File: src/rtl/zigzag_reorder_pkg.sv
// Shared types and constants for the zigzag reorder buffer.
// The zigzag table maps a scan position (0..63) to the raster index
// of the coefficient emitted at that position.
package zigzag_reorder_pkg;

    localparam int JPEG_BLK_SIZE  = 8;
    localparam int JPEG_BLK_ELEMS = JPEG_BLK_SIZE * JPEG_BLK_SIZE;
    localparam int BLK_ADDR_WIDTH = 6;

    typedef logic [BLK_ADDR_WIDTH-1:0] blk_idx_t;

    localparam blk_idx_t BLK_LAST = blk_idx_t'(JPEG_BLK_ELEMS - 1);

    typedef enum logic [0:0] {
        BANK_0 = 1'b0,
        BANK_1 = 1'b1
    } bank_t;

    localparam blk_idx_t ZIGZAG_LUT [JPEG_BLK_ELEMS] = '{
         0,  1,  8, 16,  9,  2,  3, 10,
        17, 24, 32, 25, 18, 11,  4,  5,
        12, 19, 26, 33, 40, 48, 41, 34,
        27, 20, 13,  6,  7, 14, 21, 28,
        35, 42, 49, 56, 57, 50, 43, 36,
        29, 22, 15, 23, 30, 37, 44, 51,
        58, 59, 52, 45, 38, 31, 39, 46,
        53, 60, 61, 54, 47, 55, 62, 63
    };

    function automatic blk_idx_t zigzag_addr(input blk_idx_t scan_idx);
        return ZIGZAG_LUT[scan_idx];
    endfunction

    function automatic bank_t other_bank(input bank_t bank);
        return (bank == BANK_0) ? BANK_1 : BANK_0;
    endfunction

endpackage

File: src/rtl/zigzag_reorder_if.sv
// AXI4-Stream style link used on both sides of the zigzag reorder buffer.
// Only the subset tdata/tvalid/tready/tlast is carried.
interface axi4_stream_if #(
    parameter int TDATA_WIDTH = 16
);

    logic [TDATA_WIDTH-1:0] tdata;
    logic                   tvalid;
    logic                   tready;
    logic                   tlast;

    modport master (
        output tdata,
        output tvalid,
        output tlast,
        input  tready
    );

    modport slave (
        input  tdata,
        input  tvalid,
        input  tlast,
        output tready
    );

endinterface

File: src/rtl/zigzag_reorder_ram.sv
// Simple dual-port block RAM: one write port, one read port, registered
// read data (one clock of read latency). Contents are not reset.
module dual_port_ram #(
    parameter int DATA_WIDTH = 12,
    parameter int ADDR_WIDTH = 6
) (
    input  logic                  clk_i,
    input  logic                  wr_en,
    input  logic [ADDR_WIDTH-1:0] wr_addr,
    input  logic [DATA_WIDTH-1:0] wr_data,
    input  logic                  rd_en,
    input  logic [ADDR_WIDTH-1:0] rd_addr,
    output logic [DATA_WIDTH-1:0] rd_data
);

    logic [DATA_WIDTH-1:0] mem [2**ADDR_WIDTH];

    // Store the incoming word when the write port is enabled.
    always_ff @(posedge clk_i) begin
        if (wr_en) begin
            mem[wr_addr] <= wr_data;
        end
    end

    // Register the addressed word so read data appears one clock later.
    always_ff @(posedge clk_i) begin
        if (rd_en) begin
            rd_data <= mem[rd_addr];
        end
    end

endmodule

File: src/rtl/zigzag_reorder.sv
// Ping-pong 8x8 block buffer: coefficients arrive in raster order, are
// written into one of two RAM banks, and are read back in JPEG zigzag order
// through a two-entry output FIFO. Writing block n+1 overlaps reading block n.
module zigzag_reorder
    import zigzag_reorder_pkg::*;
#(
    parameter int PX_WIDTH    = 12,
    parameter int TDATA_WIDTH = 16,
    parameter int MAT_SIZE    = 8
) (
    input  logic         clk_i,
    input  logic         rst_n_i,
    axi4_stream_if.slave  video_i,
    axi4_stream_if.master video_o,
    output logic         sync_err_o
);

    if (MAT_SIZE != JPEG_BLK_SIZE) begin : g_bad_mat_size
        $error("zigzag_reorder: MAT_SIZE must be 8, the zigzag table is fixed at 8x8");
    end

    if (TDATA_WIDTH < PX_WIDTH) begin : g_bad_tdata_width
        $error("zigzag_reorder: TDATA_WIDTH must be at least PX_WIDTH");
    end

    // Write side state
    blk_idx_t wr_cnt;
    bank_t    wr_bank;
    logic     ready_en;
    logic     wr_fire;
    logic     wr_block_end;

    // Bank occupancy, one flag per bank
    logic [1:0] bank_full;

    // Read side state
    blk_idx_t rd_cnt;
    bank_t    rd_bank;
    bank_t    rd_bank_q;
    logic     rd_pending;
    logic     rd_last_q;
    logic     rd_issue;
    logic     rd_block_end;
    blk_idx_t rd_addr;

    // RAM ports
    logic                wr_en_bank0;
    logic                wr_en_bank1;
    logic                rd_en_bank0;
    logic                rd_en_bank1;
    logic [PX_WIDTH-1:0] wr_data;
    logic [PX_WIDTH-1:0] rd_data_bank0;
    logic [PX_WIDTH-1:0] rd_data_bank1;
    logic [PX_WIDTH-1:0] rd_word;

    // Output FIFO; entry 0 is always the head
    logic [PX_WIDTH-1:0] fifo_data [2];
    logic [1:0]          fifo_last;
    logic [1:0]          fifo_count;
    logic                fifo_pop;
    logic [2:0]          fifo_occ_next;

    if (TDATA_WIDTH > PX_WIDTH) begin : g_unused_hi
        logic unused_tdata_hi;
        assign unused_tdata_hi = ^video_i.tdata[TDATA_WIDTH-1:PX_WIDTH];
    end

    assign video_i.tready = ready_en && !bank_full[wr_bank];
    assign wr_fire        = rst_n_i && video_i.tvalid && video_i.tready;
    assign wr_block_end   = wr_fire && (wr_cnt == BLK_LAST);
    assign wr_data        = video_i.tdata[PX_WIDTH-1:0];
    assign wr_en_bank0    = wr_fire && (wr_bank == BANK_0);
    assign wr_en_bank1    = wr_fire && (wr_bank == BANK_1);

    assign fifo_pop       = video_o.tvalid && video_o.tready;
    assign rd_block_end   = rd_issue && (rd_cnt == BLK_LAST);
    assign rd_addr        = zigzag_addr(rd_cnt);
    assign rd_en_bank0    = rd_issue && (rd_bank == BANK_0);
    assign rd_en_bank1    = rd_issue && (rd_bank == BANK_1);
    assign rd_word        = (rd_bank_q == BANK_0) ? rd_data_bank0 : rd_data_bank1;

    assign video_o.tvalid = (fifo_count != 2'd0);
    assign video_o.tdata  = TDATA_WIDTH'(fifo_data[0]);
    assign video_o.tlast  = fifo_last[0];

    // Issue a read only if the FIFO, after this clock's pop and the pending
    // read's push, still has room; counting the pop keeps 1 beat/clk flowing.
    always_comb begin
        fifo_occ_next = {1'b0, fifo_count} + {2'b00, rd_pending} - {2'b00, fifo_pop};
        rd_issue      = rst_n_i && bank_full[rd_bank] && (fifo_occ_next < 3'd2);
    end

    // Write counter, write bank, input ready enable and block-alignment check.
    always_ff @(posedge clk_i) begin
        if (!rst_n_i) begin
            wr_cnt     <= '0;
            wr_bank    <= BANK_0;
            ready_en   <= 1'b0;
            sync_err_o <= 1'b0;
        end else begin
            ready_en   <= 1'b1;
            sync_err_o <= wr_fire && (video_i.tlast != (wr_cnt == BLK_LAST));
            if (wr_fire) begin
                wr_cnt <= wr_cnt + 1'b1;
                if (wr_cnt == BLK_LAST) begin
                    wr_bank <= other_bank(wr_bank);
                end
            end
        end
    end

    // Bank flags: the writer sets its bank, the reader clears its bank; the
    // two never target the same bank in one clock because of ping-pong order.
    always_ff @(posedge clk_i) begin
        if (!rst_n_i) begin
            bank_full <= 2'b00;
        end else begin
            if (wr_block_end) begin
                bank_full[wr_bank] <= 1'b1;
            end
            if (rd_block_end) begin
                bank_full[rd_bank] <= 1'b0;
            end
        end
    end

    // Read scan counter, read bank and the one-deep in-flight read tracker.
    always_ff @(posedge clk_i) begin
        if (!rst_n_i) begin
            rd_cnt     <= '0;
            rd_bank    <= BANK_0;
            rd_bank_q  <= BANK_0;
            rd_pending <= 1'b0;
            rd_last_q  <= 1'b0;
        end else begin
            rd_pending <= rd_issue;
            if (rd_issue) begin
                rd_bank_q <= rd_bank;
                rd_last_q <= (rd_cnt == BLK_LAST);
                rd_cnt    <= rd_cnt + 1'b1;
                if (rd_cnt == BLK_LAST) begin
                    rd_bank <= other_bank(rd_bank);
                end
            end
        end
    end

    // Two-entry output FIFO fed by returning RAM reads, drained by video_o.
    always_ff @(posedge clk_i) begin
        if (!rst_n_i) begin
            fifo_count <= 2'd0;
            fifo_last  <= 2'b00;
        end else begin
            case ({rd_pending, fifo_pop})
                2'b10: begin
                    if (fifo_count == 2'd0) begin
                        fifo_data[0] <= rd_word;
                        fifo_last[0] <= rd_last_q;
                    end else begin
                        fifo_data[1] <= rd_word;
                        fifo_last[1] <= rd_last_q;
                    end
                    fifo_count <= fifo_count + 2'd1;
                end
                2'b01: begin
                    fifo_data[0] <= fifo_data[1];
                    fifo_last[0] <= fifo_last[1];
                    fifo_count   <= fifo_count - 2'd1;
                end
                2'b11: begin
                    if (fifo_count == 2'd1) begin
                        fifo_data[0] <= rd_word;
                        fifo_last[0] <= rd_last_q;
                    end else begin
                        fifo_data[0] <= fifo_data[1];
                        fifo_last[0] <= fifo_last[1];
                        fifo_data[1] <= rd_word;
                        fifo_last[1] <= rd_last_q;
                    end
                end
                default: begin
                end
            endcase
        end
    end

    dual_port_ram #(
        .DATA_WIDTH (PX_WIDTH),
        .ADDR_WIDTH (BLK_ADDR_WIDTH)
    ) u_ram_bank0 (
        .clk_i   (clk_i),
        .wr_en   (wr_en_bank0),
        .wr_addr (wr_cnt),
        .wr_data (wr_data),
        .rd_en   (rd_en_bank0),
        .rd_addr (rd_addr),
        .rd_data (rd_data_bank0)
    );

    dual_port_ram #(
        .DATA_WIDTH (PX_WIDTH),
        .ADDR_WIDTH (BLK_ADDR_WIDTH)
    ) u_ram_bank1 (
        .clk_i   (clk_i),
        .wr_en   (wr_en_bank1),
        .wr_addr (wr_cnt),
        .wr_data (wr_data),
        .rd_en   (rd_en_bank1),
        .rd_addr (rd_addr),
        .rd_data (rd_data_bank1)
    );

endmodule

File: src/flat_wrapper.sv
// flat-port wrapper written by rule: the top's interface ports become plain ports
module zigzag_reorder_flat import zigzag_reorder_pkg::*;
#(
    parameter int PX_WIDTH    = 12,
    parameter int TDATA_WIDTH = 16,
    parameter int MAT_SIZE    = 8
)
  (clk_i, rst_n_i, sync_err_o, video_i_tdata, video_i_tvalid, video_i_tlast, video_i_tready, video_o_tdata, video_o_tvalid, video_o_tlast, video_o_tready);
  axi4_stream_if #(.TDATA_WIDTH(TDATA_WIDTH)) video_i_i ();
  axi4_stream_if #(.TDATA_WIDTH(TDATA_WIDTH)) video_o_i ();
  input  logic clk_i;
  input  logic rst_n_i;
  output logic sync_err_o;
  input wire logic [$bits(video_i_i.tdata)-1:0] video_i_tdata;
  input wire logic [$bits(video_i_i.tvalid)-1:0] video_i_tvalid;
  input wire logic [$bits(video_i_i.tlast)-1:0] video_i_tlast;
  output wire logic [$bits(video_i_i.tready)-1:0] video_i_tready;
  output wire logic [$bits(video_o_i.tdata)-1:0] video_o_tdata;
  output wire logic [$bits(video_o_i.tvalid)-1:0] video_o_tvalid;
  output wire logic [$bits(video_o_i.tlast)-1:0] video_o_tlast;
  input wire logic [$bits(video_o_i.tready)-1:0] video_o_tready;
  assign video_i_i.tdata = video_i_tdata;
  assign video_i_i.tvalid = video_i_tvalid;
  assign video_i_i.tlast = video_i_tlast;
  assign video_i_tready = video_i_i.tready;
  assign video_o_tdata = video_o_i.tdata;
  assign video_o_tvalid = video_o_i.tvalid;
  assign video_o_tlast = video_o_i.tlast;
  assign video_o_i.tready = video_o_tready;
  zigzag_reorder #(.PX_WIDTH(PX_WIDTH), .TDATA_WIDTH(TDATA_WIDTH), .MAT_SIZE(MAT_SIZE)) u_core (.clk_i(clk_i), .rst_n_i(rst_n_i), .video_i(video_i_i), .video_o(video_o_i), .sync_err_o(sync_err_o));
endmodule
File: config.mk
export PLATFORM = sky130hd
export DESIGN_NAME = zigzag_reorder_flat
export DESIGN_NICKNAME = d
export VERILOG_FILES = /design/src/rtl/zigzag_reorder_pkg.sv /design/src/rtl/zigzag_reorder_if.sv /design/src/rtl/zigzag_reorder_ram.sv /design/src/rtl/zigzag_reorder.sv /design/src/flat_wrapper.sv
export SDC_FILE = /design/constraint.sdc
export NUM_CORES = 2
export LEC_CHECK = 0
export CAP_MARGIN = 20
export CORE_UTILIZATION = 40
export DETAILED_ROUTE_END_ITERATION = 10
export PLACE_DENSITY_LB_ADDON = 0.12
export SETUP_SLACK_MARGIN = 0.4
export SYNTH_ARGS = -nofsm -noshare
export SYNTH_HDL_FRONTEND = slang
export SYNTH_SLANG_ARGS = --single-unit
File: constraint.sdc
create_clock -name clk_i -period 4.4 [get_ports clk_i]
set_clock_uncertainty 0.05 [all_clocks]
set_input_delay 0.44 -clock clk_i [delete_from_list [all_inputs] [get_ports clk_i]]
set_output_delay 0.44 -clock clk_i [all_outputs]
set_load 0.1 [all_outputs]
==> impl_metrics.yaml <==
status:
  status: "finished clean"
routing:
  first_iter_violations: 3021
  postRouteAntennaNets: 0
  vias_per_cell: 5.518
  wl_per_cell_um: 27.53
  drc: 0
  first_pass_iters: 5
  drt_wl_total_um: 170600
  vias: 34200
critical_path:
  cpPeakStageDelay_ns: 0.58
  path_cells: "buf_12, buf_12, nand3b_1, and4_1, a41oi_2, and3_4, buf_12, buf_12, buf_12, buf_12, mux4_2, a22oi_1, nand4_1, or4_1"
  cp_common_cell: "buf_12"
  end_kind: "flip-flop"
  worstReg2RegStart: "u_core.rd_cnt[0]$_SDFFE_PN0N_"
  path_delay_family: "simple AND/OR/NAND/NOR gates"
  critPathSlowestCell: "or4_1"
  crit_arrival_ns: 4.54
  r2r-end: "u_core.u_ram_bank0.rd_data[11]$_DFFE_PP_"
  r2r_setup_slack_ns: 0.35
  startpoint_type: "flip-flop"
  crit_required_ns: 4.90
  critPathBufInv: 6
  crit_type: "reg2reg"
  r2r_cells: 14
  startpoint: "u_core.rd_cnt[0]$_SDFFE_PN0N_"
  cp_max_fo: 7
placed_design:
  gp_routability_congestion: 0.8071
  placed_cells: 5843
  port-buffer-count: 32
  place_area_um2: 68030
  hpwl_um: 102200
timing:
  final_hold_viol_count: 0
  whs_ns: 0.08150
  setup_viol: 0
  fmax_mhz: 247.2
  fin_tns_setup_ns: 0
  relSlewSlack_pct: 30.15
  rsz0062_at_grt: "true"
  period_needed_ns: 4.046
  drv_slew: 0
  worst_pin_slew_ns: 1.048
  period_share_pct: 91.96
global_route:
  grt.total_usage_pct: 21.40
  grt-busiest-layer: "met2"
  grt_use_met1_pct: 29.79
  antenna_found_initial: 7
  grt_pass1_wl_um: 244700
  overflow: 0
  grt_start_max_net_pins: 129
  use_met3_pct: 3.515
  grt_use_met2_pct: 34.96
  grt_pass1_vias: 33540
cts:
  clock_latency_ns: 0.81
  cts_root_buf: "clkbuf_16"
  clk_pin_slew_ns: 0.06
  cts_sinks: 1609
  cts.path.max_buffers: 3
  cts_tree: "yes"
  cts-htree-levels: 4
  cts_made_buffers: 170
synthesis:
  synth-async-reset-ratio_pct: 0
  netlist_instances: 3668
  yosysSeqAreaShare_pct: 75.98
  synth_edf_count: 1584
  synth-seq-cells: 1609
  syn_area_um2: 63260
  ys_types: 67
  synth_flop_cell: "edfxtp_1"
  syn_avg_cell_area_um2: 17.25
  yosys_warnings: 0
final_layout:
  area_delta_synth_final_pct: 17.66
  mostFrequentLayoutCells: "edfxtp_1 (1584), nand2_1 (482), nand3_1 (390)"
  nFillCells: 13210
  layout.cells.non_filler: 6198
  drive_above_1_share_pct: 22.96
  nets: 4055
  design_area_um2: 74430
  final_common_cell: "edfxtp_1"
  utilization_pct: 47.54
power_and_ir_drop:
  peakVddDrop_uv: 398.8
  p_per_area_nw_per_um2: 410.6
  p_leak_nw: 24.59
floorplanning:
  die_height_um: 399.7
  pin_count: 41
  dieArea_um2: 159700
  core-area_um2: 156600
  rows: 145
  die_w_um: 399.7
  initial_core_util_pct: 40.40
hold_path:
  min_path_cells: 1
  min_from: "video_i_tdata[3]"
  hold_class: "in2reg"
  whs_endpoint: "u_core.u_ram_bank1.mem[56][3]$_DFFE_PP_"
job:
  cap_violations: 0
==> synth_stat cells (9+ instances only) <==
library cell | instances | share of area (%)
nand3_1 | 392 | 3.1
mux4_2 | 236 | 8.4
a211oi_1 | 9 | 0.11
buf_1 | 22 | 0.13
a22oi_1 | 93 | 1.1
o211a_1 | 45 | 0.71
edfxtp_1 | 1584 | 75
buf_2 | 39 | 0.31
mux2i_1 | 59 | 0.93
and2_1 | 13 | 0.13
a21oi_1 | 16 | 0.13
nor3_1 | 11 | 0.087
inv_1 | 22 | 0.13
nand3b_1 | 10 | 0.12
nand2_1 | 482 | 2.9
nor2b_1 | 15 | 0.15
and3_1 | 13 | 0.13
or4_1 | 26 | 0.31
o21ai_0 | 37 | 0.29
nand4_1 | 28 | 0.28
mux2_2 | 27 | 0.48
ha_1 | 22 | 0.44
o2111ai_1 | 22 | 0.30
clkbuf_1 | 139 | 0.82
xnor2_1 | 9 | 0.12
buf_4 | 32 | 0.38
nor2_1 | 149 | 0.88
dfxtp_1 | 25 | 0.79
==> stage by stage <==
| step | total power [mW] | setup WS [ns] |
|---|---|---|
| 2_1_floorplan | 17.21 | 0.5591 |
| 3_3_place_gp | 17.55 | 0.03691 |
| 6_report | 30.57 | 0.3539 |
| 3_5_place_dp | 17.56 | 0.02476 |
| 5_1_grt | 31.43 | 0.2849 |
| 4_1_cts | 30.85 | 0.3563 |
==> flip-flops by register name, indices dropped and copies added (netlist names), 6 cells and up <==
signal	count
u_core.u_ram_bank0.rd_data	12
u_core.rd_cnt	6
u_core.u_ram_bank1.mem	768
u_core.u_ram_bank1.rd_data	12
u_core.u_ram_bank0.mem	768
u_core.fifo_data	24
u_core.wr_cnt	6
==> kinds of logic (layout without fill, tap and decap cells) <==
kind of cell / count (synthesis) / after routing / synth area share (%)
multiplexers: 322 / 322 / 9.816
other: 1 / 7 / 0.005928
buffers and inverters: 264 / 729 / 1.928
XOR/XNOR: 13 / 13 / 0.1919
AO/OA/AOI/OAI: 274 / 274 / 3.313
flip-flops: 1609 / 1609 / 75.98
AND/OR/NAND/NOR: 1162 / 1163 / 8.297
adder cells (fa/ha/maj): 23 / 23 / 0.4668
==> how the worst max path moves through the flow <==
| stage | cells after the start | slack, ns | to |
|---|---|---|---|
| 2_1_floorplan | 14 | 0.56 | u_core.u_ram_bank0.rd_data[10]$_DFFE_PP_ |
| 5_1_grt | 17 | 0.28 | u_core.u_ram_bank0.rd_data[8]$_DFFE_PP_ |
| 4_1_cts | 12 | 0.36 | u_core.u_ram_bank0.rd_data[0]$_DFFE_PP_ |
| 3_5_place_dp | 10 | 0.02 | u_core.u_ram_bank0.rd_data[0]$_DFFE_PP_ |
| 6_report | 14 | 0.35 | u_core.u_ram_bank0.rd_data[11]$_DFFE_PP_ |
| 3_3_place_gp | 10 | 0.04 | u_core.u_ram_bank0.rd_data[0]$_DFFE_PP_ |
==> final cells by class <==
type | instances | area, um^2 | share of cell area, %
well taps | 2058 | 2575 | 3.459
diodes | 3 | 7.507 | 0.01009
repair buffers | 407 | 4185 | 5.623
clock buffers | 219 | 4501 | 6.047
clock inverters | 79 | 555.5 | 0.7464
multi-input cells | 1799 | 14440 | 19.40
inverters | 24 | 95.09 | 0.1278
flip-flops and latches | 1609 | 48080 | 64.59
==> power breakdown <==
part | internal [mW] | switching [mW]
Combinational | 0.0537 | 0.345
Sequential | 16.8 | 0.00435
Clock | 7.39 | 5.95
==> timing repair <==
item | CTS | global route
endpoints found under the hold margin | 15 | 8
setup buffers | 18 | 20
pin swaps | 19 | 27
endpoints found under the setup margin | 24 | 82
gates resized for setup | 85 | 41
hold buffers | 2 | 1
cloned | 9 | 3
==> layer usage <==
layer | vias to the layer above | part of all wire [%]
met1 | 17980 | 44
met5 | - | 0
li1 | 15140 | -
met2 | 856 | 49
met4 | 0 | 2.1
met3 | 226 | 5.1
No activity file was read; power rests on OpenSTA's default activity.
